===== config.mk =====
export PLATFORM = sky130hd
export DESIGN_NAME = mem_io_unit_flat
export DESIGN_NICKNAME = d
export VERILOG_FILES = /design/src/rtl/mem_io_pkg.sv /design/src/rtl/mem_io_if.sv /design/src/rtl/mem_io_unit_io_timer.sv /design/src/rtl/mem_io_unit.sv /design/src/flat_wrapper.sv
export SDC_FILE = /design/constraint.sdc
export NUM_CORES = 2
export LEC_CHECK = 0
export CAP_MARGIN = 30
export CORE_MARGIN = 2
export CORE_UTILIZATION = 29
export CTS_BUF_LIST = sky130_fd_sc_hd__clkbuf_2 sky130_fd_sc_hd__clkbuf_4 sky130_fd_sc_hd__clkbuf_8
export DETAILED_ROUTE_END_ITERATION = 10
export GPL_TIMING_DRIVEN = 0
export HOLD_SLACK_MARGIN = 0.06
export MAX_ROUTING_LAYER = met4
export PLACE_DENSITY = 0.5
export SLEW_MARGIN = 15
export SYNTH_ARGS = -nofsm -noshare
export SYNTH_HDL_FRONTEND = slang
export SYNTH_HIERARCHICAL = 1
export SYNTH_SLANG_ARGS = --single-unit

===== constraint.sdc =====
create_clock -name clk -period 3.5 [get_ports clk]
set_clock_uncertainty 0.15 [all_clocks]
set_input_delay 0.7 -clock clk [delete_from_list [all_inputs] [get_ports clk]]
set_output_delay 0.7 -clock clk [all_outputs]
set_load 0.02 [all_outputs]

===== src/rtl/mem_io_pkg.sv =====
// Shared decode constants and target enumeration for the data-side memory/IO stage.
package mem_io_pkg;

  localparam logic [3:0] REGION_DMEM = 4'h0;
  localparam logic [3:0] REGION_IO   = 4'hF;

  // IO register offsets, as word index mem_addr[7:2]
  localparam logic [5:0] IO_LED    = 6'h00;
  localparam logic [5:0] IO_SW     = 6'h01;
  localparam logic [5:0] IO_CYCLES = 6'h02;
  localparam logic [5:0] IO_TLOAD  = 6'h03;
  localparam logic [5:0] IO_TSTAT  = 6'h04;

  typedef enum logic [2:0] {
    T_NONE,
    T_DMEM,
    T_LED,
    T_SW,
    T_CYC,
    T_TLOAD,
    T_TSTAT
  } target_t;

endpackage


===== src/rtl/mem_io_if.sv =====
// Core-side data bus: address, write strobe, write data and same-cycle read data.
interface mem_io_if;
  logic [31:0] mem_addr;
  logic        mem_wr;
  logic [31:0] mem_writedata;
  logic [31:0] mem_readdata;

  modport master (output mem_addr, output mem_wr, output mem_writedata, input mem_readdata);
  modport slave  (input mem_addr, input mem_wr, input mem_writedata, output mem_readdata);
endinterface


===== src/rtl/mem_io_unit_io_timer.sv =====
// Prescaled countdown timer with a sticky expired flag.
module io_timer #(
  parameter int TIMER_DIV = 100
) (
  input  logic        clk,
  input  logic        reset,
  input  logic        load_we,
  input  logic [31:0] load_val,
  input  logic        clr_we,
  output logic [31:0] count,
  output logic        expired,
  output logic        running
);

  localparam int PW = (TIMER_DIV > 1) ? $clog2(TIMER_DIV) : 1;
  localparam logic [PW-1:0] PRESC_MAX = PW'(TIMER_DIV - 1);

  logic [PW-1:0] presc;
  logic          tick;
  logic          hit_zero;

  assign running  = (count != '0);
  assign tick     = running && (presc == PRESC_MAX);
  // A load on the final decrement edge replaces the count, so no expiry.
  assign hit_zero = tick && (count == 32'd1) && !load_we;

  always_ff @(posedge clk or negedge reset) begin
    if (!reset) begin
      count   <= '0;
      presc   <= '0;
      expired <= 1'b0;
    end else begin
      if (load_we) begin
        count <= load_val;
        presc <= '0;
      end else if (running) begin
        if (tick) begin
          presc <= '0;
          count <= count - 32'd1;
        end else begin
          presc <= presc + PW'(1);
        end
      end
      // Expiry beats a simultaneous clear so the event is never lost.
      if (hit_zero)
        expired <= 1'b1;
      else if (clr_we)
        expired <= 1'b0;
    end
  end

endmodule


===== src/rtl/mem_io_unit.sv =====
// Data memory plus LED/switch/cycle-counter/timer registers behind the core's data bus.
module mem_io_unit
  import mem_io_pkg::*;
#(
  parameter int DMEM_WORDS = 64,
  parameter int NUM_LEDS   = 16,
  parameter int NUM_SW     = 16,
  parameter int TIMER_DIV  = 100
) (
  input  logic                clk,
  input  logic                reset,
  mem_io_if.slave             bus,
  input  logic [NUM_SW-1:0]   sw,
  output logic [NUM_LEDS-1:0] led,
  output logic                timer_irq
);

  localparam int AW = $clog2(DMEM_WORDS);

  logic [31:0]       dmem [DMEM_WORDS];
  logic [AW-1:0]     dmem_idx;
  target_t           tgt;
  logic [NUM_SW-1:0] sw_meta;
  logic [NUM_SW-1:0] sw_sync;
  logic [31:0]       cycles;
  logic [31:0]       t_count;
  logic              t_expired;
  logic              t_running;
  logic              unused_bits;

  assign dmem_idx    = bus.mem_addr[AW+1:2];
  assign unused_bits = ^{bus.mem_addr, bus.mem_writedata};

  always_comb begin
    tgt = T_NONE;
    if (bus.mem_addr[31:28] == REGION_DMEM) begin
      tgt = T_DMEM;
    end else if (bus.mem_addr[31:28] == REGION_IO) begin
      case (bus.mem_addr[7:2])
        IO_LED:    tgt = T_LED;
        IO_SW:     tgt = T_SW;
        IO_CYCLES: tgt = T_CYC;
        IO_TLOAD:  tgt = T_TLOAD;
        IO_TSTAT:  tgt = T_TSTAT;
        default:   tgt = T_NONE;
      endcase
    end
  end

  // DMEM has no reset; contents survive reset.
  always_ff @(posedge clk) begin
    if (bus.mem_wr && tgt == T_DMEM)
      dmem[dmem_idx] <= bus.mem_writedata;
  end

  always_ff @(posedge clk or negedge reset) begin
    if (!reset) begin
      led     <= '0;
      sw_meta <= '0;
      sw_sync <= '0;
      cycles  <= '0;
    end else begin
      sw_meta <= sw;
      sw_sync <= sw_meta;
      if (bus.mem_wr && tgt == T_LED)
        led <= bus.mem_writedata[NUM_LEDS-1:0];
      if (bus.mem_wr && tgt == T_CYC)
        cycles <= '0;
      else
        cycles <= cycles + 32'd1;
    end
  end

  io_timer #(.TIMER_DIV(TIMER_DIV)) u_timer (
    .clk      (clk),
    .reset    (reset),
    .load_we  (bus.mem_wr && tgt == T_TLOAD),
    .load_val (bus.mem_writedata),
    .clr_we   (bus.mem_wr && tgt == T_TSTAT),
    .count    (t_count),
    .expired  (t_expired),
    .running  (t_running)
  );

  assign timer_irq = t_expired;

  always_comb begin
    bus.mem_readdata = '0;
    case (tgt)
      T_DMEM:  bus.mem_readdata = dmem[dmem_idx];
      T_LED:   bus.mem_readdata = 32'(led);
      T_SW:    bus.mem_readdata = 32'(sw_sync);
      T_CYC:   bus.mem_readdata = cycles;
      T_TLOAD: bus.mem_readdata = t_count;
      T_TSTAT: bus.mem_readdata = {30'd0, t_running, t_expired};
      default: bus.mem_readdata = '0;
    endcase
  end

endmodule


===== src/flat_wrapper.sv =====
// flat-port wrapper written by rule: the top's interface ports become plain ports
module mem_io_unit_flat import mem_io_pkg::*;
#(
  parameter int DMEM_WORDS = 64,
  parameter int NUM_LEDS   = 16,
  parameter int NUM_SW     = 16,
  parameter int TIMER_DIV  = 100
)
  (clk, reset, sw, led, timer_irq, bus_mem_addr, bus_mem_wr, bus_mem_writedata, bus_mem_readdata);
  mem_io_if bus_i ();
  input  logic clk;
  input  logic reset;
  input  logic [NUM_SW-1:0] sw;
  output logic [NUM_LEDS-1:0] led;
  output logic timer_irq;
  input wire logic [$bits(bus_i.mem_addr)-1:0] bus_mem_addr;
  input wire logic [$bits(bus_i.mem_wr)-1:0] bus_mem_wr;
  input wire logic [$bits(bus_i.mem_writedata)-1:0] bus_mem_writedata;
  output wire logic [$bits(bus_i.mem_readdata)-1:0] bus_mem_readdata;
  assign bus_i.mem_addr = bus_mem_addr;
  assign bus_i.mem_wr = bus_mem_wr;
  assign bus_i.mem_writedata = bus_mem_writedata;
  assign bus_mem_readdata = bus_i.mem_readdata;
  mem_io_unit #(.DMEM_WORDS(DMEM_WORDS), .NUM_LEDS(NUM_LEDS), .NUM_SW(NUM_SW), .TIMER_DIV(TIMER_DIV)) u_core (.clk(clk), .reset(reset), .bus(bus_i), .sw(sw), .led(led), .timer_irq(timer_irq));
endmodule

# [Yosys cells after proc, flatten, opt, wreduce, memory -nomap -nowiden]
# Memories as Yosys holds them, arrays and structs flattened.
# Index checks and enable logic that the tools add are counted.
[word_totals] in_bits=83 memories=1 reg_bits=120 mem_bits_rw=2048 out_inout_bits=49 word_cells=55
[op_classes] eq_ne=13 n_reduce_logical=16 n_addsub=3 mux=15
[memory_table] name="u_core.dmem" words=64 word_bits=32 rd=1 rd_ports_with_merged_regs=0 write_ports=1 line="mem_io_unit.sv:20" rtl="logic [31:0] dmem [DMEM_WORDS];"
[op_table] operator="one-hot mux 32 bit (6 select lines)" count=1
[op_table] operator="2-to-1 mux 32 bit" count=4
[op_table] operator="adder 32 x 1 -> 32 bit, second input constant" count=1
[op_table] operator="== test 32 x 1 -> 1 bit, second input constant" count=1
[op_table] operator="nonzero test 32 bit" count=1
[op_table] operator="subtractor 32 x 1 -> 32 bit, second input constant" count=1
[op_table] operator="2-to-1 mux 7 bit" count=3
[op_table] operator="one-hot mux 3 bit (5 select lines)" count=1
[op_table] operator="== test 6 x 2 -> 1 bit, second input constant" count=2
[op_table] operator="== test 3 bit, second input constant" count=3
[op_table] operator="logical AND 1 bit" count=8
[op_table] operator="adder 7 x 1 -> 7 bit, second input constant" count=1
[op_table] operator="== test 7 bit, second input constant" count=1
[op_table] operator="== test 3 x 2 -> 1 bit, second input constant" count=2
[op_table] operator="== test 6 x 1 -> 1 bit, second input constant" count=1
[op_table] operator="== test 6 x 3 -> 1 bit, second input constant" count=1
[op_table] operator="zero test 6 bit" count=1
[op_table] operator="2-to-1 mux 3 bit" count=2
[op_table] operator="nonzero test 2 bit" count=3
[op_table] operator="== test 4 bit, second input constant" count=1
[op_table] operator="zero test 4 bit" count=1
[op_table] operator="2-to-1 mux 1 bit" count=4
[op_table] operator="== test 3 x 1 -> 1 bit, second input constant" count=1
[op_table] operator="AND reduction 2 bit" count=1
[op_table] operator="zero test 1 bit" count=1

# [Logic depth before layout (Yosys ltp)]
[logic_depth] ltp_word=9 ltp_mapped=14

# [Hierarchy]
# Netlist, hierarchy kept.
[modules_own_cells] module="mem_io_unit" cells_per_inst=3953 instances=1 area_each_um2=82520.4 seq_area_each_um2=63500.9
[modules_own_cells] module="io_timer" cells_per_inst=270 instances=1 area_each_um2=2387.3 seq_area_each_um2=1001.0

# [Worst setup path after synthesis]
# OpenSTA, ideal clock, no wires.
[synth_timing] kind="input port to flip-flop" startpoint="input port bus_mem_addr[28]" endpoint="memory u_core.dmem[0][0], enable pin" n_path_buf=1 cell_stages=5 required_time_ns=2.889 setup_slack_ns=-1.115 arrival_ns=4.004 cell_sequence="nor4_1 > and3_1 > clkbuf_1 > nand2_1 > nor3_1"
[synth_via] elab_chain_cells=7
[synth_rtl] element="from (decl)" line="flat_wrapper.sv:16" rtl="input wire logic [$bits(bus_i.mem_addr)-1:0] bus_mem_addr;"
[synth_rtl] element="== test 4 bit" line="mem_io_unit.sv:38" rtl="end else if (bus.mem_addr[31:28] == REGION_IO) begin"
[synth_rtl] element="2-to-1 mux 3 bit" line="mem_io_unit.sv:38"
[synth_rtl] element="2-to-1 mux 3 bit (*)" line="mem_io_unit.sv:36" rtl="if (bus.mem_addr[31:28] == REGION_DMEM) begin"
[synth_rtl] element="== test 3 x 1 -> 1 bit (*)" line="mem_io_unit.sv:52" rtl="if (bus.mem_wr && tgt == T_DMEM)"
[synth_rtl] element="logical AND 1 bit (*)" line="mem_io_unit.sv:52"
[synth_rtl] element="2-to-1 mux 1 bit (*)" line="mem_io_unit.sv:52"
[synth_rtl] element="2-to-1 mux 1 bit (not written as such) (*)" line="mem_io_unit.sv:53" rtl="dmem[dmem_idx] <= bus.mem_writedata;"
[synth_rtl] element="to (decl)" line="mem_io_unit.sv:20"
# Mark *: on every way between the ends. The rest lies on a longest branch, timed or not.

# [Worst setup path in the final report]
[layout_timing] startpoint="register u_core.u_timer.count[14]" endpoint="output port bus_mem_readdata[1]"
[layout_via] elab_chain_cells=2
[layout_rtl] element="from (decl)" line="mem_io_unit_io_timer.sv:10" rtl="output logic [31:0] count,"
[layout_rtl] element="from (signal assigned)" line="mem_io_unit_io_timer.sv:34" rtl="count <= load_val;"
[layout_rtl] element="from (signal assigned)" line="mem_io_unit_io_timer.sv:39" rtl="count <= count - 32'd1;"
[layout_rtl] element="nonzero test 32 bit" line="mem_io_unit_io_timer.sv:22" rtl="assign running = (count != '0);"
[layout_rtl] element="named net u_core.t_running" line="mem_io_unit.sv:28" rtl="logic t_running;"
[layout_rtl] element="one-hot mux 32 bit (6 select lines)" line="mem_io_unit.sv:89" rtl="case (tgt)"
[layout_rtl] element="to (decl)" line="flat_wrapper.sv:19" rtl="output wire logic [$bits(bus_i.mem_readdata)-1:0] bus_mem_readdata;"
# The timed path passes the listed nets, and every way through them passes these cells.

==> impl_metrics.csv <==
group,metric,value,unit
outcome,status,"finished, violations left",
outcome,violations,"negative setup slack",
sta,period_minus_slack,4.96,ns
sta,whs,0.185,ns
worst_setup_path,cpMostUsedCell,"or4_4",
cts,cts_tree,"yes",
cts,cts.sinks,2168,
sta,rsz0062_at_grt,"yes",
placement,place_area,0.0965,mm2
worst_setup_path,arrival,4.11,ns
route,first_pass_iters,8,
die,die_w,545,um
route,wl_per_cell,39.5,um
finish,design_area,0.109,mm2
synth,yosysWarnings,6,
grt,grt_max_degree,70,
power,cellLeakagePower,35.4,nW
route,vias,52948,
finish,fin_nets,5232,
grt,grt_usage,25.2,%
power,comb_power_share,7.7,%
worst_setup_path,cp.buffers_inverters,2,
sta,tns,-22.63,ns
route,drtIter0Drc,9352,
die,ioPinCount,132,
sta,maxSlewHeadroom,27.2,%
synth,synth_edf_count,2048,
finish,layout_commonest_cell,"edfxtp_1",
die,dieArea,0.297,mm2
finish,fin_util,37.6,%
synth,synth_nets,4310,
cts,path_clk_slew,0.07,ns
sta,max_freq,0.202,GHz
die,rows,198,
cts,cts_max_level,5,
synth,syn_avg_cell_area,20.1,um2
synth,synthesis.area,0.0849,mm2
run,drv_cap,0,
sta,hold_violations,0,
worst_setup_path,max_stage_delay,0.56,ns
placement,io_buffers,108,
sta,setup_slack,-1.46,ns
route,finalWirelength,369,mm
power,peakVddDrop,0.373,mV
power,swShare,24.2,%
cts,root_buffer,"clkbuf_8",
power,seq_power_share,51.6,%
synth,ys.flop_type,"edfxtp_1",
min_path,hp-class,"reg2reg",
route,ant_nets,0,
die,die_h,545,um
grt,grt_pass1_vias,50019,
power,p_per_area,508,mW/mm2
synth,ys_types,85,
synth,synthArstFlopShare,5.54,%
route,drc_errors,0,
placement,gp_congestion,0.932,
cts,clk_path_buf_depth,4,
worst_setup_path,startpoint_type,"flip-flop",
power,p_sw,13.5,mW
finish,drive_gt1_share,37.7,%
synth,yosysSeqAreaShare,76.0,%
sta,fin_crit_sh,142,%
grt,antenna_found_initial,28,
grt,gr-total-overflow,0,
synth,syn_inst,4223,
cts,cts_inserted_buffers,383,
die,initial_core_util,29.2,%
placement,place_hpwl,252,mm
worst_setup_path,cp-end-kind,"output pin",
worst_setup_path,crit_chain,"or4_4 > or4_4 > or2_4 > mux2i_2 > nor2_1 > a21oi_2 > nor3_2 > a221oi_2 > buf_4 > o21ai_4 > buf_6",
worst_setup_path,critPathSlowestCell,"or4_4",
finish,area_delta_synth_final,28.8,%
finish,layout_common_cells,"edfxtp_1 (2048), clkbuf_8 (407), mux4_2 (396)",
sta,worst_slew_pin_slew,1.07,ns
grt,grt_pass1_wl,479,mm
synth,ys_ff_latch,2168,
worst_setup_path,worstPathRequired,2.65,ns
cts,clk_latency,1.12,ns
worst_setup_path,crit_family,"simple AND/OR/NAND/NOR gates",
die,fp.coreArea,0.291,mm2
route,vias_per_cell,5.67,
worst_setup_path,critPathKind,"reg2out",
power,p_int,42.1,mW
sta,slew_violations,0,
sta,setup_viol,51,
power,pwr-share-clk,40.7,%
worst_setup_path,critPathMaxFanout,3,
-- sequential cells by signal, indices dropped and copies added, names as in the netlist --
signal	count
u_core/u_timer/count	32
u_core/sw_meta	16
u_core/cycles	32
u_core/u_timer/expired	1
u_core/sw_sync	16
u_core/u_timer/presc	7
u_core/dmem	2048
u_core/led	16
-- layer usage --
metal | GRT usage (%) | up-vias | wire length [um]
met5 | - | - | 0
met1 | 31.6 | 28194 | 136000
li1 | - | 19556 | -
met4 | 12.5 | 0 | 22200
met2 | 37.3 | 4198 | 164000
met3 | 7.22 | 1000 | 46500
-- repair_timing --
item | CTS | global route
cloned | 0 | 1
pin swaps | 109 | 76
resized for setup | 1007 | 129
hold buffers | 51 | 0
buffers inserted | 97 | 66
endpoints found under the setup margin | 1899 | 48
hold endpoints to repair | 1192 | 0
-- power by group through the flow --
stage	Clock [mW]	Sequential (mW)	Combinational, mW
3_3_place_gp	0	29.3	3.23
3_5_place_dp	0	29.2	3.41
5_1_grt	24.0	28.7	4.33
4_1_cts	22.8	28.7	4.05
2_1_floorplan	0	29.1	1.45
6_report	22.6	28.7	4.29
-- path summary, 6_finish.rpt --
kind,to,startpoint,slack (ns),cells after the start
worst min register to register,u_core/sw_sync[9]$_DFF_PN0_,u_core/sw_meta[9]$_DFF_PN0_,0.18,0
worst max-delay path,bus_mem_readdata[1],u_core/u_timer/count[14]$_DFFE_PN0P_,-1.46,11
worst max register to register,u_core/u_timer/count[21]$_DFFE_PN0P_,u_core/u_timer/presc[1]$_DFFE_PN0P_,0.11,6
max in group asynchronous,u_core/cycles[12]$_DFF_PN0_,reset,2.26,4
min in group asynchronous,u_core/sw_sync[1]$_DFF_PN0_,reset,0.55,4
worst min-delay path,u_core/sw_sync[9]$_DFF_PN0_,u_core/sw_meta[9]$_DFF_PN0_,0.18,0
-- synthesized netlist by cell type, types with 20 or more instances --
cell	number	area (um2)
a31oi_1	39	244
mux4_1	20	526
xnor2_1	20	175
mux2_2	33	372
clkbuf_1	71	267
a22oi_1	55	413
buf_6	32	360
mux4_2	394	8870
nor2_1	158	593
mux2i_1	222	2220
nand4_1	25	156
nor2b_1	29	181
o21ai_0	91	455
edfxtp_1	2048	61500
nand3_1	50	250
o22ai_1	51	319
buf_2	79	395
o211ai_1	26	195
nor3_1	28	140
dfrtp_1	120	3000
or4_1	20	150
buf_4	25	188
or3_1	26	163
nand2_1	163	612
a21oi_1	77	385
a211oi_1	35	263
-- logic make-up (layout without fill, tap and decap cells) --
group                    Yosys count  in the layout  synth area share (%)
AND/OR/NAND/NOR                  575            575                  3.32
flip-flops                      2168           2168                  76.0
multiplexers                     670            670                  14.1
AO/OA/AOI/OAI                    515            515                  4.15
adder cells (fa/ha/maj)            4              4                0.0589
XOR/XNOR                          39             39                 0.402
buffers and inverters            252           1440                  1.97
other                              0             23                     0
-- through the flow --
step	cells	total power, mW	setup WS [ns]
2_1_floorplan	4223	30.6	-0.511
3_3_place_gp	8231	32.5	-6.88
3_5_place_dp	8463	32.6	-3.73
4_1_cts	9250	55.5	-1.55
5_1_grt	9329	56.9	-1.56
6_report	9334	55.5	-1.46
-- area by class of cell --
cell class	count	area, um2
fill	26450	182000
sequential	2168	64500
multi-input combinational	1803	21300
timing repair buffer	550	8110
clock buffer	524	6390
tap	3900	4880
buffer	226	3330
clock inverter	127	669
inverter	13	61.3
antenna	23	57.6
-- worst reg2reg max path: cells and delay by family (launching register included) --
kind / cells / cell delay, ns
and+or+nand+nor: 3 / 1.86
AOI/OAI and AO/OA: 2 / 0.72
adders and majority gates: 1 / 0.20
DFF: 1 / 0.39
(Power assumes the default switching activity.)
